## config.mk

```make
export PLATFORM = sky130hd
export DESIGN_NAME = ps2_dir_decoder
export DESIGN_NICKNAME = d
export VERILOG_FILES = /design/src/rtl/ps2_dir_decoder.sv
export SDC_FILE = /design/constraint.sdc
export NUM_CORES = 1
export LEC_CHECK = 0
export ABC_CLOCK_PERIOD_IN_PS = 4350
export CORE_MARGIN = 5
export CORE_UTILIZATION = 60
export CTS_CLUSTER_DIAMETER = 50
export DETAILED_ROUTE_END_ITERATION = 10
export PLACE_DENSITY = 0.8
export RECOVER_POWER = 100
export SLEW_MARGIN = 40
export SYNTH_ARGS = -nofsm -noshare
export SYNTH_HDL_FRONTEND = slang
export SYNTH_SLANG_ARGS = --single-unit
```

## constraint.sdc

```tcl
create_clock -name Clk -period 4.35 [get_ports Clk]
set_input_delay 0.6525 -clock Clk [delete_from_list [all_inputs] [get_ports Clk]]
set_output_delay 0.6525 -clock Clk [all_outputs]
set_load 0.02 [all_outputs]
```

## src/rtl/ps2_dir_decoder.sv

```systemverilog
// PS/2 keyboard receiver and scan-code decoder.
// Converts arrow-key and WASD make codes into a 2-bit direction with a one-cycle strobe.
// Converts Enter (0x5A, with or without E0) into a one-cycle acknowledge strobe.
// Receive-only: the block never drives the PS/2 lines.
//
// Ports:
//   Clk        system clock
//   Reset      asynchronous, active-high reset
//   PS2_Clk    keyboard clock (asynchronous)
//   PS2_Data   keyboard data (asynchronous)
//   In_Dirn    last decoded direction: 00 up, 01 down, 10 left, 11 right
//   SCEN_dir   one-cycle strobe per decoded direction make code
//   Ack_Pulse  one-cycle strobe per Enter make code
//   Frame_Err  one-cycle strobe on a parity, stop-bit or timeout error
//   Rx_Byte    last correctly received byte
module ps2_dir_decoder #(
  parameter int unsigned FILTER_LEN  = 8,
  parameter int unsigned TIMEOUT_CYC = 200000
) (
  input  logic       Clk,
  input  logic       Reset,
  input  logic       PS2_Clk,
  input  logic       PS2_Data,
  output logic [1:0] In_Dirn,
  output logic       SCEN_dir,
  output logic       Ack_Pulse,
  output logic       Frame_Err,
  output logic [7:0] Rx_Byte
);

  localparam int unsigned FcntW = $clog2(FILTER_LEN + 1);
  localparam int unsigned TmoW  = $clog2(TIMEOUT_CYC + 1);

  localparam logic [1:0] StIdle  = 2'd0;
  localparam logic [1:0] StShift = 2'd1;
  localparam logic [1:0] StCheck = 2'd2;

  // Synchronizers reset to the idle-high bus level.
  logic [1:0] clk_sync_q, dat_sync_q;

  logic             filt_q, filt_d;
  logic [FcntW-1:0] fcnt_q, fcnt_d;
  logic             fall;

  logic [1:0]      state_q, state_d;
  logic [3:0]      bit_cnt_q, bit_cnt_d;
  logic [9:0]      shift_q, shift_d;
  logic [TmoW-1:0] tmo_q, tmo_d;
  logic            e0_q, e0_d, f0_q, f0_d;

  logic [1:0] dirn_q, dirn_d;
  logic       scen_q, scen_d;
  logic       ack_q, ack_d;
  logic       err_q, err_d;
  logic [7:0] rx_byte_q, rx_byte_d;

  logic       frame_ok;
  logic [7:0] rx_data;

  always_ff @(posedge Clk or posedge Reset) begin
    if (Reset) begin
      clk_sync_q <= 2'b11;
      dat_sync_q <= 2'b11;
    end else begin
      clk_sync_q <= {clk_sync_q[0], PS2_Clk};
      dat_sync_q <= {dat_sync_q[0], PS2_Data};
    end
  end

  // Filtered clock flips only after FILTER_LEN consecutive samples disagree with it.
  always_comb begin
    filt_d = filt_q;
    fcnt_d = '0;
    if (clk_sync_q[1] != filt_q) begin
      if (fcnt_q == FcntW'(FILTER_LEN - 1)) begin
        filt_d = clk_sync_q[1];
      end else begin
        fcnt_d = fcnt_q + 1'b1;
      end
    end
  end

  assign fall = filt_q & ~filt_d;

  always_ff @(posedge Clk or posedge Reset) begin
    if (Reset) begin
      filt_q <= 1'b1;
      fcnt_q <= '0;
    end else begin
      filt_q <= filt_d;
      fcnt_q <= fcnt_d;
    end
  end

  // shift_q holds {stop, parity, data[7:0]} once ten bits have been shifted in LSB first.
  assign rx_data  = shift_q[7:0];
  assign frame_ok = shift_q[9] & (^shift_q[8:0]);

  always_comb begin
    state_d   = state_q;
    bit_cnt_d = bit_cnt_q;
    shift_d   = shift_q;
    tmo_d     = tmo_q;
    e0_d      = e0_q;
    f0_d      = f0_q;
    dirn_d    = dirn_q;
    scen_d    = 1'b0;
    ack_d     = 1'b0;
    err_d     = 1'b0;
    rx_byte_d = rx_byte_q;

    unique case (state_q)
      StIdle: begin
        tmo_d = '0;
        if (fall && !dat_sync_q[1]) begin
          state_d   = StShift;
          bit_cnt_d = '0;
        end
      end

      StShift: begin
        if (fall) begin
          tmo_d     = '0;
          shift_d   = {dat_sync_q[1], shift_q[9:1]};
          bit_cnt_d = bit_cnt_q + 1'b1;
          if (bit_cnt_q == 4'd9) begin
            state_d = StCheck;
          end
        end else if (tmo_q == TmoW'(TIMEOUT_CYC - 1)) begin
          // Partial byte is dropped along with any pending prefix.
          state_d = StIdle;
          err_d   = 1'b1;
          e0_d    = 1'b0;
          f0_d    = 1'b0;
          tmo_d   = '0;
        end else begin
          tmo_d = tmo_q + 1'b1;
        end
      end

      StCheck: begin
        state_d = StIdle;
        tmo_d   = '0;
        if (!frame_ok) begin
          err_d = 1'b1;
          e0_d  = 1'b0;
          f0_d  = 1'b0;
        end else begin
          rx_byte_d = rx_data;
          if (rx_data == 8'hE0) begin
            e0_d = 1'b1;
          end else if (rx_data == 8'hF0) begin
            f0_d = 1'b1;
          end else begin
            e0_d = 1'b0;
            f0_d = 1'b0;
            // Break codes (F0 prefix) produce no output.
            if (!f0_q) begin
              if (e0_q) begin
                case (rx_data)
                  8'h75:   begin dirn_d = 2'b00; scen_d = 1'b1; end
                  8'h72:   begin dirn_d = 2'b01; scen_d = 1'b1; end
                  8'h6B:   begin dirn_d = 2'b10; scen_d = 1'b1; end
                  8'h74:   begin dirn_d = 2'b11; scen_d = 1'b1; end
                  8'h5A:   ack_d = 1'b1;
                  default: ;
                endcase
              end else begin
                case (rx_data)
                  8'h1D:   begin dirn_d = 2'b00; scen_d = 1'b1; end
                  8'h1B:   begin dirn_d = 2'b01; scen_d = 1'b1; end
                  8'h1C:   begin dirn_d = 2'b10; scen_d = 1'b1; end
                  8'h23:   begin dirn_d = 2'b11; scen_d = 1'b1; end
                  8'h5A:   ack_d = 1'b1;
                  default: ;
                endcase
              end
            end
          end
        end
      end

      default: begin
        state_d = StIdle;
      end
    endcase
  end

  always_ff @(posedge Clk or posedge Reset) begin
    if (Reset) begin
      state_q   <= StIdle;
      bit_cnt_q <= '0;
      shift_q   <= '0;
      tmo_q     <= '0;
      e0_q      <= 1'b0;
      f0_q      <= 1'b0;
      dirn_q    <= 2'b00;
      scen_q    <= 1'b0;
      ack_q     <= 1'b0;
      err_q     <= 1'b0;
      rx_byte_q <= 8'h00;
    end else begin
      state_q   <= state_d;
      bit_cnt_q <= bit_cnt_d;
      shift_q   <= shift_d;
      tmo_q     <= tmo_d;
      e0_q      <= e0_d;
      f0_q      <= f0_d;
      dirn_q    <= dirn_d;
      scen_q    <= scen_d;
      ack_q     <= ack_d;
      err_q     <= err_d;
      rx_byte_q <= rx_byte_d;
    end
  end

  assign In_Dirn   = dirn_q;
  assign SCEN_dir  = scen_q;
  assign Ack_Pulse = ack_q;
  assign Frame_Err = err_q;
  assign Rx_Byte   = rx_byte_q;

endmodule

```

# Word level (Yosys, flattened, before mapping)
# Cells that the tools add are included.
[op_classes]
addsub = 3
multipliers = 0
n_div = 0
n_lt_le_gt_ge = 0
eq_ne = 26
shift = 0
n_mux = 46
bitwise = 6
n_reduce_logical = 18
[op_table]
columns = ["cell", "count"]
rows = [
  ["8-bit by 7-bit == test with 1-bit output, second input constant", 5],
  ["18-bit two-way mux", 2],
  ["18-bit one-hot mux with 2 select lines", 1],
  ["1-bit two-way mux", 27],
  ["8-bit by 5-bit == test with 1-bit output, second input constant", 3],
  ["18-bit by 1-bit adder with 18-bit output, second input constant", 1],
  ["18-bit == test, second input constant", 1],
  ["8-bit == test, second input constant", 2],
  ["4-bit two-way mux", 4],
  ["2-bit one-hot mux with 4 select lines", 2],
  ["2-bit two-way mux", 5],
  ["3-bit != test, second input constant", 3],
  ["9-bit XOR reduction", 1],
  ["4-bit by 1-bit adder with 4-bit output, second input constant", 2],
  ["8-bit by 6-bit == test with 1-bit output, second input constant", 1],
  ["2-bit != test, second input constant", 4],
  ["4-bit one-hot mux with 2 select lines", 1],
  ["4-bit AND reduction", 2],
  ["4-bit OR reduction", 2],
  ["7-bit AND reduction", 1],
  ["1-bit one-hot mux with 2 select lines", 3],
  ["3-bit AND reduction", 2],
  ["2-bit nonzero test", 3],
  ["5-bit by 1-bit != test with 1-bit output, second input constant", 1],
  ["other kinds (15)", 20],
]
[word_totals]
reg_bits = 58
latch_bits = 0
ramBits = 0
rom_bits = 0
in_bits = 4
output_inout_bits = 13
wordCells = 114
mem_count = 0

# Depth between registers and ports, before layout
# Gate-level depths: netlist of run 1.
[depth]
depth_word = 9
ltp_mapped = 9
ltp_nobuf = 7

# Worst setup path after synthesis of run 1
# Ideal clock, no wire load.
[synth_path]
kind = "register -> register"
start = "register shift_q[2]"
end = "register dirn_q[0] (netlist: In_Dirn[0])"
setup_time_ns = 0.125
arrival_time_ns = 2.173
required_ns = 4.225
path_slack_ns = 2.052
path_stages_with_launch = 8
path_buffers = 0
synth_period_minus_slack_ns = 2.298
cell_sequence = "dfrtp_1 > inv_1 > ha_1 > xnor3_1 > xnor2_2 > nand3_4 > nor4_4 > mux2_4"
[synth_via]
elab_chain_len = 3
[synth_lines]
columns = ["element", "line", "rtl"]
rows = [
  ["from (decl)", "47", "logic [9:0] shift_q, shift_d;"],
  ["from (signal assigned)", "205", "shift_q <= shift_d;"],
  ["8-bit by 7-bit == test with 1-bit output, or another cell as far along", "160", "case (rx_data)"],
  ["5-bit by 1-bit != test with 1-bit output (no line), or another cell as far along", "--", ""],
  ["7-bit AND reduction (no line) or 2-bit two-way mux (tied branches)", "--", ""],
  ["to (signal assigned)", "209", "dirn_q <= dirn_d;"],
  ["to (decl)", "51", "logic [1:0] dirn_q, dirn_d;"],
]
# Parallel ways exist; a longest one is shown, timed or not.
# A chain may end at the register's enable or synchronous reset.

# Worst setup path after layout of run 1
# Ends and elaborated chain as after synthesis.

==> impl_metrics.toml, run 1 <==
[synthesis]
synth_compound_area_frac = 0.1637
post-synth-top-area-cell = "sky130_fd_sc_hd__dfrtp_1"
post_synth_xor_area_fraction = 0.02350
synth-seq-cells = 58
synthMuxAreaShare = 0.03704
synthesized_instance_count = 312
area_share_of_fa_ha_maj_cells_after_synthesis = 0.08761
combinational_family_with_the_most_area_after_synthesis = "simple AND/OR/NAND/NOR gates"
post_synth_edffs = 0
synth.yosys.seq_area_share = 0.4640
ys_top_cells_by_count = "sky130_fd_sc_hd__dfrtp_1, sky130_fd_sc_hd__nand2_1, sky130_fd_sc_hd__o21ai_0, sky130_fd_sc_hd__ha_1, sky130_fd_sc_hd__inv_1"
ys_types = 51
synth-main-ff-cell = "sky130_fd_sc_hd__dfrtp_1"
synth_simple_gate_area_share = 0.1840
synthesis.area_per_instance_sq_um = 10.07
async_reset_ff_frac = 1.000
synthMostInstantiatedCell = "sky130_fd_sc_hd__dfrtp_1"
ys_warn_count = 0
syn-cell-area_sq_um = 3142
syn_nets = 338
area_share_of_the_largest_cell_type_after_synthesis = 0.4221
netlist_top_cells_area = "sky130_fd_sc_hd__dfrtp_1, sky130_fd_sc_hd__ha_1, sky130_fd_sc_hd__nand2_1"

[floorplanning]
initial_core_util = 0.6151
fp.dieH_um = 82.36
floorplan.rows = 26
core_area_sq_um = 5107
design.die.area_sq_um = 6783
overall_die_width_um = 82.36
ioPinCount = 17

[min_path]
hp-class = "flip-flop to flip-flop"
whs_endpoint = "dat_sync_q[1]"
worst_hold_path.num_cells = 0
beginning_of_the_worst_hold_path = "dat_sync_q[0]"

[clock_tree]
clk_path_buf_depth = 2
clock_latency_ps = 330
clock-root-buffer = "sky130_fd_sc_hd__clkbuf_8"
tritoncts_clock_tree = "built"
cts.sink_count = 58
post_cts_hold_buffer_count = 0
cts_inserted_buffers = 9
clk_transition_reported_paths_ps = 70
htree_num_levels = 3
cts_resized = 0
cts_setup_buffers = 0

[critical_path]
rr_startpoint = "shift_q[2]"
crit_path_start_kind = "flip-flop"
endpoint_kind = "flip-flop"
worst_ep_arrival_ps = 3400
cp_top_family = "simple AND/OR/NAND/NOR gates"
critical_path_class = "flip-flop to flip-flop"
path_max_fanout = 19
r2r_slack_ps = 1160
reg2reg_to = "In_Dirn[0]"
path_buf_inv = 1
worst_path_max_delay_cell = "sky130_fd_sc_hd__nor4_1"
reg2regPathDepth = 7
critPathRequiredTime_ps = 4560
largest_stage_delay_worst_path_ps = 800
cp_cell_sequence = "inv_1 > ha_1 > xnor3_1 > xnor2_1 > nand3_1 > nor4_1 > mux2_4"

[drt]
drt_first_pass_iters = 5
dr_total_vias = 2393
first_drt_iteration_drcs = 192
avgRoutedWirePerCell_um = 14.80
drt.antenna.violating_nets = 0
avgViaCountPerCell = 5.909
drc_errors = 0
route.final.wire_length_mm = 5.995

[pwr]
power_per_cell_area_nw_per_um2 = 323.5
vdd_drop_max_v = 0.0002236
power.leakage_nw = 1.513

[global_route]
grt_max_degree = 33
grt_pass1_vias = 2234
global_route.usage.met3 = 0.04989
grt_peak_use_layer = "met2"
grt_overflow_total = 0
grt_use_total = 0.2070
grt.met1_usage = 0.2867
grt_first_pass_wirelength_mm = 10.72
number_of_antenna_violations_at_the_first_check_in_global_routing = 0
globalRouteMet2Util = 0.3133

[cells_and_area]
final_core_density = 0.6852
insertedDiodeCount = 0
share_of_final_layout_standard_cells_stronger_than_drive_strength_1 = 0.08657
syn_to_final_growth_pct = 11.39
design.final.nets = 356

[sta]
final-max-slew-violation-count = 0
final-hold-violation-count = 0
clock_skew_ps = 10.96
max-slew-margin-rel = 0.3069
max_clock_freq_mhz = 313.4
finalHoldWorstSlack_ps = 355.5
setup_viol = 0
timing.final.crit_period_ps = 3191
fin_crit_sh = 0.7335
setup_tns_ps = 0
tightest_slew_ps = 1038
rsz0062_at_grt = "no"

[status]
run_status = "finished clean"

[run]
drv.max_cap_violation_count = 0

[place]
placement.io_buffers = 16
routabilityCongestion = 0.8742
place_hpwl_mm = 4.205
-- placed cells by master (no fill, tap or decap), types with 2 or more instances in the layout --
| cell | n |
|---|---|
| sky130_fd_sc_hd__nor2b_1 | 3 |
| sky130_fd_sc_hd__mux2i_1 | 3 |
| sky130_fd_sc_hd__or4_1 | 2 |
| sky130_fd_sc_hd__a31o_1 | 2 |
| sky130_fd_sc_hd__xnor2_1 | 5 |
| sky130_fd_sc_hd__nand2_1 | 38 |
| sky130_fd_sc_hd__mux2_4 | 2 |
| sky130_fd_sc_hd__o21ai_0 | 25 |
| sky130_fd_sc_hd__a31oi_1 | 14 |
| sky130_fd_sc_hd__ha_1 | 22 |
| sky130_fd_sc_hd__or2b_1 | 3 |
| sky130_fd_sc_hd__a41oi_1 | 4 |
| sky130_fd_sc_hd__nand3_1 | 16 |
| sky130_fd_sc_hd__nor2_1 | 12 |
| sky130_fd_sc_hd__a21oi_1 | 13 |
| sky130_fd_sc_hd__a211oi_1 | 2 |
| sky130_fd_sc_hd__a21boi_0 | 2 |
| sky130_fd_sc_hd__nand4_1 | 10 |
| sky130_fd_sc_hd__nor3_1 | 8 |
| sky130_fd_sc_hd__a22o_1 | 6 |
| sky130_fd_sc_hd__clkinv_2 | 3 |
| sky130_fd_sc_hd__dfrtp_1 | 53 |
| sky130_fd_sc_hd__clkbuf_8 | 11 |
| sky130_fd_sc_hd__dfstp_2 | 4 |
| sky130_fd_sc_hd__a21o_1 | 2 |
| sky130_fd_sc_hd__and3_1 | 3 |
| sky130_fd_sc_hd__nand3b_1 | 2 |
| sky130_fd_sc_hd__nor4_1 | 5 |
| sky130_fd_sc_hd__mux2_2 | 5 |
| sky130_fd_sc_hd__dlygate4sd3_1 | 16 |
| sky130_fd_sc_hd__inv_1 | 19 |
-- layout make-up --
class,count,area (sq um)
repair buffers,17,167.7
well taps,70,87.58
clock inverters,5,52.55
inverters,19,71.32
flip-flops and latches,58,1458
multi-input cells,225,1511
clock buffers,11,151.4
fillers,397,1608
-- registers in the layout, indices dropped and copies added, names as in the netlist --
name	flops
shift_q	10
dat_sync_q	2
Rx_Byte	8
bit_cnt_q	4
state_q	2
fcnt_q	4
f0_q	1
e0_q	1
tmo_q	18
In_Dirn	2
clk_sync_q	2
Ack_Pulse	1
SCEN_dir	1
filt_q	1
Frame_Err	1
-- report_power, final --
| group | total, W | internal (W) | switching, W | leakage [nW] |
|---|---|---|---|---|
| registers | 0.000575 | 0.000561 | 0.0000146 | 0.790 |
| logic | 0.0000576 | 0.0000237 | 0.0000339 | 0.618 |
| clock network | 0.000499 | 0.000292 | 0.000207 | 0.105 |
-- logic make-up after synthesis --
kind of cell    after synthesis
compound gates               80
xor+xnor                      6
fa+ha+maj                    22
buf+inv                      29
flops                        58
mux                          10
simple gates                107
-- worst max-delay path by stage --
stage | slack (ps) | depth (start not counted) | to | startpoint
floorplan | 2050 | 7 | In_Dirn[0] | shift_q[2]
global placement | 1730 | 6 | tmo_q[15] | fcnt_q[0]
detailed placement | 1800 | 7 | In_Dirn[1] | shift_q[2]
CTS | 1780 | 7 | In_Dirn[0] | shift_q[2]
global route | 890 | 7 | In_Dirn[0] | shift_q[2]
finish | 1160 | 7 | In_Dirn[0] | shift_q[2]
-- per-stage QoR --
step	cells	power (W)	area (sq um)	worst slack [ps]
after floorplan	312	0.0006252	3142	2052
after global placement	389	0.0006372	3342	1729
after detailed placement	389	0.0006414	3349	1801
after CTS	405	0.001146	3553	1783
after global routing	405	0.001183	3500	894.1
final	405	0.001132	3500	1159
-- layer usage --
| metal | wire (um) | vias up |
|---|---|---|
| li1 | - | 1174 |
| met1 | 2809 | 1140 |
| met2 | 2829 | 72 |
| met3 | 291 | 7 |
| met4 | 64 | 0 |
| met5 | 0 | - |
Power figures use the tool's default switching activity.
==> run 2, diff against run 1 <==
--- a/config.mk
+++ b/config.mk
@@ -5,7 +5,7 @@
 export SDC_FILE = /design/constraint.sdc
 export NUM_CORES = 1
 export LEC_CHECK = 0
-export ABC_CLOCK_PERIOD_IN_PS = 4350
+export ABC_CLOCK_PERIOD_IN_PS = 3000
 export CORE_MARGIN = 5
 export CORE_UTILIZATION = 60
 export CTS_CLUSTER_DIAMETER = 50
==> constraint.sdc (replaced) <==
create_clock -name Clk -period 3 [get_ports Clk]
set_input_delay 0.45 -clock Clk [delete_from_list [all_inputs] [get_ports Clk]]
set_output_delay 0.45 -clock Clk [all_outputs]
set_load 0.02 [all_outputs]
==> run 2 against run 1 <==
Against the previous run:
- clock skew shrank 3.6 ps
- count of clock-buffer cells in the layout grew 1
- sequential share of layout area shrank 0.83 points
- via count grew 2.8%
- critical path depth is the same
- global-route usage grew 0.73 points
- final cell count grew 0.49%
==> impl_metrics.toml, run 2 (synthesis gave the netlist of run 1 again) <==
[cells_and_area]
top_reg_by_flops = "tmo_q"
largest_reg_flops = 18
multiInputGateArea_sq_um = 1539
fillCellCount = 385
insertedDiodeCount = 0
syn_to_final_growth_pct = 13.66
share_of_final_layout_standard_cells_stronger_than_drive_strength_1 = 0.09199
register_area_sq_um = 1458
most-common-layout-cells = "sky130_fd_sc_hd__dfrtp_1, sky130_fd_sc_hd__nand2_1, sky130_fd_sc_hd__o21ai_0"
final_common_cell = "sky130_fd_sc_hd__dfrtp_1"
design.final.nets = 358

[clock_tree]
clock_latency_ps = 350
tritoncts_clock_tree = "built"
clk_transition_reported_paths_ps = 60
cts_setup_buffers = 0
clock-root-buffer = "sky130_fd_sc_hd__clkbuf_8"
cts_inserted_buffers = 9
post_cts_hold_buffer_count = 0
cts_resized = 0
htree_num_levels = 3
clk_path_buf_depth = 2
cts.sink_count = 58

[critical_path]
largest_stage_delay_worst_path_ps = 490
worst_path_max_delay_cell = "sky130_fd_sc_hd__clkbuf_2"
path_max_fanout = 32
worst_ep_arrival_ps = 2820
endpoint_kind = "flip-flop"
cp_top_family = "compound AO/OA/AOI/OAI gates"
crit_path_start_kind = "flip-flop"
cp_cell_sequence = "ha_1 > and3b_1 > a2111o_1 > a21oi_1 > clkbuf_2 > or2b_1 > a31oi_1"
critical_path_class = "flip-flop to flip-flop"
critPathRequiredTime_ps = 3250
path_buf_inv = 1

[sta]
final-hold-violation-count = 0
max_clock_freq_mhz = 389.6
setup_tns_ps = 0
timing.final.crit_period_ps = 2567
fin_crit_sh = 0.8556
final-max-slew-violation-count = 0
tightest_slew_ps = 920.9
max-slew-margin-rel = 0.3854
clock_skew_ps = 7.325
setup_viol = 0
rsz0062_at_grt = "no"

[floorplanning]
core_area_sq_um = 5107
design.die.area_sq_um = 6783
initial_core_util = 0.6151
ioPinCount = 17
overall_die_width_um = 82.36
fp.dieH_um = 82.36
floorplan.rows = 26

[place]
routabilityCongestion = 0.8795
placement.io_buffers = 16
place_hpwl_mm = 4.159

[drt]
avgViaCountPerCell = 6.044
drt_first_pass_iters = 5
drt.antenna.violating_nets = 0
dr_total_vias = 2460
route.final.wire_length_mm = 6.312
first_drt_iteration_drcs = 162
drc_errors = 0
avgRoutedWirePerCell_um = 15.51

[global_route]
grt_max_degree = 35
grt_use_total = 0.2142
grt_first_pass_wirelength_mm = 10.90
number_of_antenna_violations_at_the_first_check_in_global_routing = 0
grt_pass1_vias = 2218
grt_overflow_total = 0

[pwr]
power.leakage_nw = 1.540
vdd_drop_max_v = 0.0003602
power_per_cell_area_nw_per_um2 = 494.8
power_w = 0.001767

[min_path]
hp-class = "flip-flop to flip-flop"

[status]
run_status = "finished clean"

[run]
drv.max_cap_violation_count = 0
-- run 2: stage by stage --
stage	hold slack, ps	setup slack, ps	instance area, sq um	std cells	utilization
6_report	355.8	433.2	3571	407	0.6992
4_1_cts	356.8	490.0	3607	407	0.7063
3_5_place_dp	347.6	516.4	3369	391	0.6597
3_3_place_gp	345.6	571.6	3369	391	0.6597
5_1_grt	361.8	247.1	3571	407	0.6992
2_1_floorplan	345.2	702.2	3142	312	-
-- run 2: worst reg2reg max path, delay by kind of cell (launching register included) --
family                   cells  cell delay, ps
AO/OA/AOI/OAI                3             760
adder cells (fa/ha/maj)      1             240
buffers and inverters        1             490
flip-flops                   1             400
AND/OR/NAND/NOR              2             590
-- run 2: layer usage --
metal  up-vias  wire (um)  global-route usage  part of all wire
met1      1200       2899              0.2936              0.46
li1       1174          -                   -                 -
met5         -          0                   0                 0
met4         0        100             0.08804             0.016
met2        74       2992              0.3245              0.47
met3        12        320             0.05315             0.051
-- run 2: report_power, final --
part	internal (W)	switching [W]	total, W
combinational	0.0000332	0.0000472	0.0000804
clock	0.000534	0.000322	0.000856
sequential	0.000811	0.0000197	0.000831
-- run 2: final timing paths --
| kind | startpoint | to | slack [ps] | depth (start not counted) |
|---|---|---|---|---|
| hold reg to reg | dat_sync_q[0] | dat_sync_q[1] | 360 | 0 |
| min in group asynchronous | Reset | tmo_q[0] | 740 | 2 |
| hold / removal | dat_sync_q[0] | dat_sync_q[1] | 360 | 0 |
| setup reg to reg | fcnt_q[0] | tmo_q[15] | 430 | 7 |
| max in group asynchronous | Reset | Rx_Byte[7] | 890 | 3 |
| setup / recovery | fcnt_q[0] | tmo_q[15] | 430 | 7 |
-- run 2: area by class of cell --
| class | count | share of cell area |
|---|---|---|
| Clock buffer | 12 | 0.04625 |
| Clock inverter | 4 | 0.02032 |
| Inverter | 19 | 0.01997 |
| Multi-Input combinational cell | 225 | 0.4310 |
| Sequential cell | 58 | 0.4082 |
| Tap cell | 70 | 0.02453 |
| Timing Repair Buffer | 19 | 0.04975 |
